--- config.mk ---
export PLATFORM = sky130hd
export DESIGN_NAME = shiftreg_rr_arbiter_flat
export DESIGN_NICKNAME = d
export VERILOG_FILES = /design/src/rtl/shiftreg_rr_arbiter_if.sv /design/src/rtl/shiftreg_rr_arbiter.sv /design/src/flat_wrapper.sv
export SDC_FILE = /design/constraint.sdc
export NUM_CORES = 1
export LEC_CHECK = 0
export ABC_CLOCK_PERIOD_IN_PS = 2850
export CAP_MARGIN = 30
export CORE_MARGIN = 2
export CORE_UTILIZATION = 45
export CTS_CLUSTER_DIAMETER = 30
export DETAILED_ROUTE_END_ITERATION = 6
export MAX_ROUTING_LAYER = met4
export PLACE_DENSITY = 0.74
export RECOVER_POWER = 50
export SYNTH_ARGS = -nofsm -noshare
export SYNTH_HDL_FRONTEND = slang
export SYNTH_SLANG_ARGS = --single-unit
--- constraint.sdc ---
create_clock -name ck -period 2.85 [get_ports ck]
set_clock_uncertainty 0.2 [all_clocks]
set_input_delay 0.855 -clock ck [delete_from_list [all_inputs] [get_ports ck]]
set_output_delay 0.855 -clock ck [all_outputs]
set_load 0.05 [all_outputs]
--- src/rtl/shiftreg_rr_arbiter_if.sv ---
// Handshake and result bundle between the two requesters and the shared shift pipeline.
interface shiftreg_rr_arbiter_if #(
  parameter int W     = 8,
  parameter int DEPTH = 3
);
  localparam int OW = $clog2(DEPTH + 1);

  logic          req_a;
  logic [W-1:0]  din_a;
  logic          gnt_a;
  logic          req_b;
  logic [W-1:0]  din_b;
  logic          gnt_b;
  logic          flush;
  logic [W-1:0]  dout;
  logic          dout_valid;
  logic          dout_src;
  logic [OW-1:0] occ;
  logic          busy;

  modport master (
    output req_a, din_a, req_b, din_b, flush,
    input  gnt_a, gnt_b, dout, dout_valid, dout_src, occ, busy
  );

  modport slave (
    input  req_a, din_a, req_b, din_b, flush,
    output gnt_a, gnt_b, dout, dout_valid, dout_src, occ, busy
  );
endinterface

--- src/rtl/shiftreg_rr_arbiter.sv ---
// Round-robin arbiter feeding a fixed-latency, never-stalling byte shift pipeline.
// Each stage carries {data, valid, src}; output is DEPTH cycles after the grant.
module shiftreg_rr_arbiter #(
  parameter int W     = 8,
  parameter int DEPTH = 3
) (
  input logic                  ck,
  input logic                  reset,
  shiftreg_rr_arbiter_if.slave bus
);
  localparam int OW = $clog2(DEPTH + 1);

  typedef enum logic [1:0] {IDLE, RUN, FLUSH} state_t;

  state_t                  state;
  logic                    busy;
  logic                    prio;
  logic [OW-1:0]           occ;
  logic [OW-1:0]           occ_next;
  logic [DEPTH-1:0]        vld_pipe;
  logic [DEPTH-1:0]        src_pipe;
  logic [DEPTH-1:0][W-1:0] data_pipe;

  logic                    block;
  logic                    gnt_a;
  logic                    gnt_b;
  logic                    grant;
  logic [W-1:0]            gnt_data;

  // Grants depend only on requests, flush, prio and state -- never on data.
  always_comb begin
    block    = (state == FLUSH) | bus.flush;
    gnt_a    = bus.req_a & ~block & (~bus.req_b | ~prio);
    gnt_b    = bus.req_b & ~block & (~bus.req_a |  prio);
    grant    = gnt_a | gnt_b;
    gnt_data = gnt_a ? bus.din_a : (gnt_b ? bus.din_b : '0);
    occ_next = occ + OW'(grant) - OW'(vld_pipe[DEPTH-1]);
  end

  // Bubbles enter as all-zero so dout/src read 0 whenever the stage is invalid.
  always_ff @(posedge ck or posedge reset) begin
    if (reset) begin
      vld_pipe  <= '0;
      src_pipe  <= '0;
      data_pipe <= '0;
    end else begin
      vld_pipe  <= {vld_pipe[DEPTH-2:0], grant};
      src_pipe  <= {src_pipe[DEPTH-2:0], gnt_b};
      data_pipe <= {data_pipe[DEPTH-2:0], gnt_data};
    end
  end

  always_ff @(posedge ck or posedge reset) begin
    if (reset) begin
      state <= IDLE;
      busy  <= 1'b0;
      prio  <= 1'b0;
      occ   <= '0;
    end else begin
      occ <= occ_next;
      if (grant) prio <= gnt_a;
      case (state)
        IDLE: begin
          if (grant) begin
            state <= RUN;
            busy  <= 1'b1;
          end
        end
        RUN: begin
          if (occ_next == '0 && !grant) begin
            state <= IDLE;
            busy  <= 1'b0;
          end else if (bus.flush) begin
            state <= FLUSH;
          end
        end
        FLUSH: begin
          if (occ_next == '0) begin
            state <= IDLE;
            busy  <= 1'b0;
          end
        end
        default: begin
          state <= IDLE;
          busy  <= 1'b0;
        end
      endcase
    end
  end

  assign bus.gnt_a      = gnt_a;
  assign bus.gnt_b      = gnt_b;
  assign bus.dout       = data_pipe[DEPTH-1];
  assign bus.dout_valid = vld_pipe[DEPTH-1];
  assign bus.dout_src   = src_pipe[DEPTH-1];
  assign bus.occ        = occ;
  assign bus.busy       = busy;
endmodule

--- src/flat_wrapper.sv ---
// flat-port wrapper written by rule: the top's interface ports become plain ports
module shiftreg_rr_arbiter_flat 
#(
  parameter int W     = 8,
  parameter int DEPTH = 3
)
  (ck, reset, bus_req_a, bus_din_a, bus_req_b, bus_din_b, bus_flush, bus_gnt_a, bus_gnt_b, bus_dout, bus_dout_valid, bus_dout_src, bus_occ, bus_busy);
  shiftreg_rr_arbiter_if #(.W(W), .DEPTH(DEPTH)) bus_i ();
  input logic ck;
  input logic reset;
  input wire logic [$bits(bus_i.req_a)-1:0] bus_req_a;
  input wire logic [$bits(bus_i.din_a)-1:0] bus_din_a;
  input wire logic [$bits(bus_i.req_b)-1:0] bus_req_b;
  input wire logic [$bits(bus_i.din_b)-1:0] bus_din_b;
  input wire logic [$bits(bus_i.flush)-1:0] bus_flush;
  output wire logic [$bits(bus_i.gnt_a)-1:0] bus_gnt_a;
  output wire logic [$bits(bus_i.gnt_b)-1:0] bus_gnt_b;
  output wire logic [$bits(bus_i.dout)-1:0] bus_dout;
  output wire logic [$bits(bus_i.dout_valid)-1:0] bus_dout_valid;
  output wire logic [$bits(bus_i.dout_src)-1:0] bus_dout_src;
  output wire logic [$bits(bus_i.occ)-1:0] bus_occ;
  output wire logic [$bits(bus_i.busy)-1:0] bus_busy;
  assign bus_i.req_a = bus_req_a;
  assign bus_i.din_a = bus_din_a;
  assign bus_i.req_b = bus_req_b;
  assign bus_i.din_b = bus_din_b;
  assign bus_i.flush = bus_flush;
  assign bus_gnt_a = bus_i.gnt_a;
  assign bus_gnt_b = bus_i.gnt_b;
  assign bus_dout = bus_i.dout;
  assign bus_dout_valid = bus_i.dout_valid;
  assign bus_dout_src = bus_i.dout_src;
  assign bus_occ = bus_i.occ;
  assign bus_busy = bus_i.busy;
  shiftreg_rr_arbiter #(.W(W), .DEPTH(DEPTH)) u_core (.ck(ck), .reset(reset), .bus(bus_i));
endmodule
; Yosys cells after proc, flatten, opt, wreduce, memory -nomap -nowiden
; Index checks and enable logic that the tools add are counted.
[op_classes]
reduce_logical = 6
muxes = 11
bitwise_logic = 12
n_addsub = 2
n_eq_ne = 6
[op_table]
columns = cell, count
row1 = two-way mux 8 bit, 2
row2 = two-way mux 2 bit, 4
row3 = one-hot mux 2 bit (3 select lines), 1
row4 = AND reduction 3 bit, 2
row5 = bitwise AND 1 bit, 4
row6 = zero test 2 bit, 2
row7 = "inequality test 2 x 1 -> 1 bit, second input constant", 2
row8 = inverter 1 bit, 4
row9 = OR 1 bit, 4
row10 = two-way mux 1 bit, 3
row11 = "inequality test 3 x 2 -> 1 bit, second input constant", 1
row12 = one-hot mux 1 bit (3 select lines), 1
row13 = adder 2 x 1 -> 2 bit, 1
row14 = "== test 2 x 1 -> 1 bit, second input constant", 1
row15 = "== test 2 bit, second input constant", 1
row16 = "inequality test 2 bit, second input constant", 1
row17 = subtractor 2 x 1 -> 2 bit, 1
row18 = logical AND 1 bit, 1
row19 = zero test 1 bit, 1
[word_totals]
elab_cells = 46
register_bits = 36
output_inout_bits = 15

; Depth between registers and ports, before layout
[depth]
depth_word = 12
depth_mapped = 8
ltp_nobuf = 8

; Worst setup path after synthesis
; OpenSTA, ideal clock, no wires.
[synth_timing]
path_kind = input to output
start = input port bus_flush
end = output port bus_gnt_b
t_arrival_ns = 1.442
t_required_ns = 1.795
cell_stages = 3
path_buffers = 1
setup_slack_ns = 0.353
cell_sequence = nor2_2 -> and3_1 -> buf_2
[synth_via]
elab_chain_cells = 4
[synth_lines]
columns = item, line_no
row1 = "start, declared", flat_wrapper.sv:15  ; input wire logic [$bits(bus_i.flush)-1:0] bus_flush;
row2 = OR 1 bit, shiftreg_rr_arbiter.sv:32  ; block = (state == FLUSH) | bus.flush;
row3 = inverter 1 bit, shiftreg_rr_arbiter.sv:34  ; gnt_b = bus.req_b & ~block & (~bus.req_a | prio);
row4 = bitwise AND 1 bit (2 in series), shiftreg_rr_arbiter.sv:34
row5 = "end, declared", flat_wrapper.sv:17  ; output wire logic [$bits(bus_i.gnt_b)-1:0] bus_gnt_b;
; No other way between the ends.

; Worst setup path after layout
[layout_timing]
start = input port bus_flush
end = output port bus_gnt_a
[layout_via]
elab_chain_cells = 4
[layout_lines]
columns = item, line_no
row1 = OR 1 bit, shiftreg_rr_arbiter.sv:32
row2 = inverter 1 bit, shiftreg_rr_arbiter.sv:33  ; gnt_a = bus.req_a & ~block & (~bus.req_b | ~prio);
row3 = bitwise AND 1 bit (2 in series), shiftreg_rr_arbiter.sv:33
row4 = "end, declared", flat_wrapper.sv:16  ; output wire logic [$bits(bus_i.gnt_a)-1:0] bus_gnt_a;
; No other way between the ends.

==> impl_metrics.toml <==
[flow_run]
max-cap-violations = 0

[die]
die_x_um = 56.65
die_area_um2 = 3209
initial_core_util_pct = 46.44
fp.dieH_um = 56.65
std_cell_rows = 19
coreArea_um2 = 2686
pin_count = 36

[sta]
max_freq_ghz = 0.3698
fin_crit_sh_pct = 94.88
rsz0062_at_grt = "no"
slew_headroom_pct = 44.53
slew_violations = 0
tightest_slew_ns = 0.8321
layout_setup_ws_ns = 0.1459
final.min_clock_period_ns = 2.704
hold_violations = 0
finalSetupViolCount = 0

[power_and_ir_drop]
total_power_mw = 1.444
p_per_area_nw_per_um2 = 856.8
p_leak_nw = 0.7953
max-vdd-ir-drop_mv = 0.5483

[route]
drt_first_iter_violations = 10
avgViaCountPerCell = 4.780
drt.antenna.violating_nets = 0
drc_errors = 0
wl_per_cell_um = 12.10
drt-pass1-iter-count = 4
vias = 717
wirelength_um = 1815

[global_routing]
grt_pass1_vias = 704
grt_remaining_overflow = 0
antenna_found_initial = 0
grt_pass1_wl_um = 3029
grt_start_max_net_pins = 37
track_usage_pct = 13.38

[cells_and_area]
fin_cells = 150
nets = 141
drive_above_1_share_pct = 17.65
fin_util_pct = 62.74
final_common_cell = "dfrtp_1"
area_growth_pct = 35.11
antenna_cells = 0
most-common-layout-cells = "dfrtp_1, clkdlybuf4s50_1, a22o_1"
final_cell_area_um2 = 1685

[placement]
io_buffers = 35
placedInstanceArea_um2 = 1618
dp_cells = 142
hpwl_um = 1318
gp_congestion = 0.6631
dp_slack_ns = -0.1447

[min_path]
hold_path_class = "reg2reg"

[setup_path]
crit_required_ns = 1.80
worstSetupEndpointType = "output pin"
cp.arrival_ns = 1.65
critPathMaxFanout = 4
crit_type = "in2out"
start_kind = "input port"

[synthesis]
yosys_warnings = 0
syn_inst = 81
ys_ff_latch = 36
synthDistinctLibCells = 24
syn-num-nets = 104
syn_area_um2 = 1247
syn_area_per_cell_um2 = 15.40
ys_seq_area_share_pct = 72.22

[clock_tree]
clock-sinks = 36
worstSkewPairLatency_ns = 0.32
cts_tree = "done"
cts_buffer_depth = 2
cts-root-buf = "clkbuf_4"
path_clk_slew_ns = 0.10
h-tree-depth = 2
numCtsBuffers = 5

[status]
status = "finished clean"
[sequential cells by signal (all words and copies together), names as in the netlist]
| name | cells |
|---|---|
| u_core.bus.busy | 1 |
| u_core.bus.dout | 8 |
| u_core.bus.occ | 2 |
| u_core.data_pipe | 16 |
| u_core.prio | 1 |
| u_core.src_pipe | 3 |
| u_core.state | 2 |
| u_core.vld_pipe | 3 |
[metrics by stage]
step	setup TNS, ns	hold WS [ns]
after floorplan	0	0.1312
after global placement	-0.3361	0.1320
after detailed placement	-0.5111	0.1347
after CTS	0	0.1396
after global routing	0	0.1439
final	0	0.1456
[final cells by class]
class,instances,area (um^2)
fill,203,1001
sequential,36,900.9
timing repair buffer,40,397.9
multi-input combinational,32,274.0
clock buffer,7,55.05
tap,31,38.79
inverter,3,11.26
clock inverter,1,7.507
[cell families after synthesis]
| logic type | Yosys count | synth area share (%) |
|---|---|---|
| simple gates | 14 | 7.223 |
| compound gates | 15 | 9.530 |
| xor+xnor | 1 | 2.006 |
| buf+inv | 13 | 7.021 |
| fa+ha+maj | 2 | 2.006 |
| flops | 36 | 72.22 |
[cell usage after synthesis (all sizes together)]
master | count | area (um^2)
dfrtp | 36 | 900.9
buf | 10 | 76.32
a22o | 8 | 70.07
nor2 | 4 | 17.52
inv | 3 | 11.26
a21oi | 2 | 10.01
and3 | 2 | 12.51
ha | 2 | 25.02
nand2 | 2 | 7.510
nor2b | 2 | 20.02
a211oi | 1 | 7.510
a31oi | 1 | 6.260
nand2b | 1 | 6.260
nand3b | 1 | 7.510
nor3 | 1 | 10.01
o21a | 1 | 7.510
o21ai | 1 | 8.760
o311ai | 1 | 8.760
or2 | 1 | 8.760
xor3 | 1 | 25.02
[what timing repair did]
action,in CTS,in global routing
gates resized for setup,6,0
setup buffers,0,0
endpoints found under the setup margin,2,0
hold buffers,0,0
[where the power goes]
part | switching [mW] | internal (mW) | total, mW
Clock | 0.155 | 0.121 | 0.276
Sequential | 0.0530 | 0.608 | 0.661
Combinational | 0.279 | 0.228 | 0.507
Total | 0.487 | 0.957 | 1.44
[routing by layer]
layer | wire length, um | vias to the layer above | GRT usage [%]
li1 | - | 343 | -
met1 | 724 | 345 | 14.33
met2 | 969 | 27 | 21.43
met3 | 105 | 2 | 5.069
met4 | 16 | 0 | 7.143
met5 | 0 | - | -
[final timing paths]
| kind | from | slack (ns) | to | cells after the start |
|---|---|---|---|---|
| max | bus_flush | 0.15 | bus_gnt_a | 4 |
| min | u_core.vld_pipe[0] | 0.15 | u_core.vld_pipe[1] | 0 |
| max reg2reg | u_core.state[1] | 0.62 | u_core.bus.busy | 8 |
| min reg2reg | u_core.vld_pipe[0] | 0.15 | u_core.vld_pipe[1] | 0 |
| max in group asynchronous | reset | 0.91 | u_core.data_pipe[8] | 3 |
| min in group asynchronous | reset | 1.01 | u_core.bus.dout[2] | 3 |
[worst max-delay path, cell delays in order]
cell           delay (ns)
dlygate4sd2_1        0.28
nor2_4               0.16
and3_4               0.22
buf_12               0.13
Power figures use the tool's default switching activity.
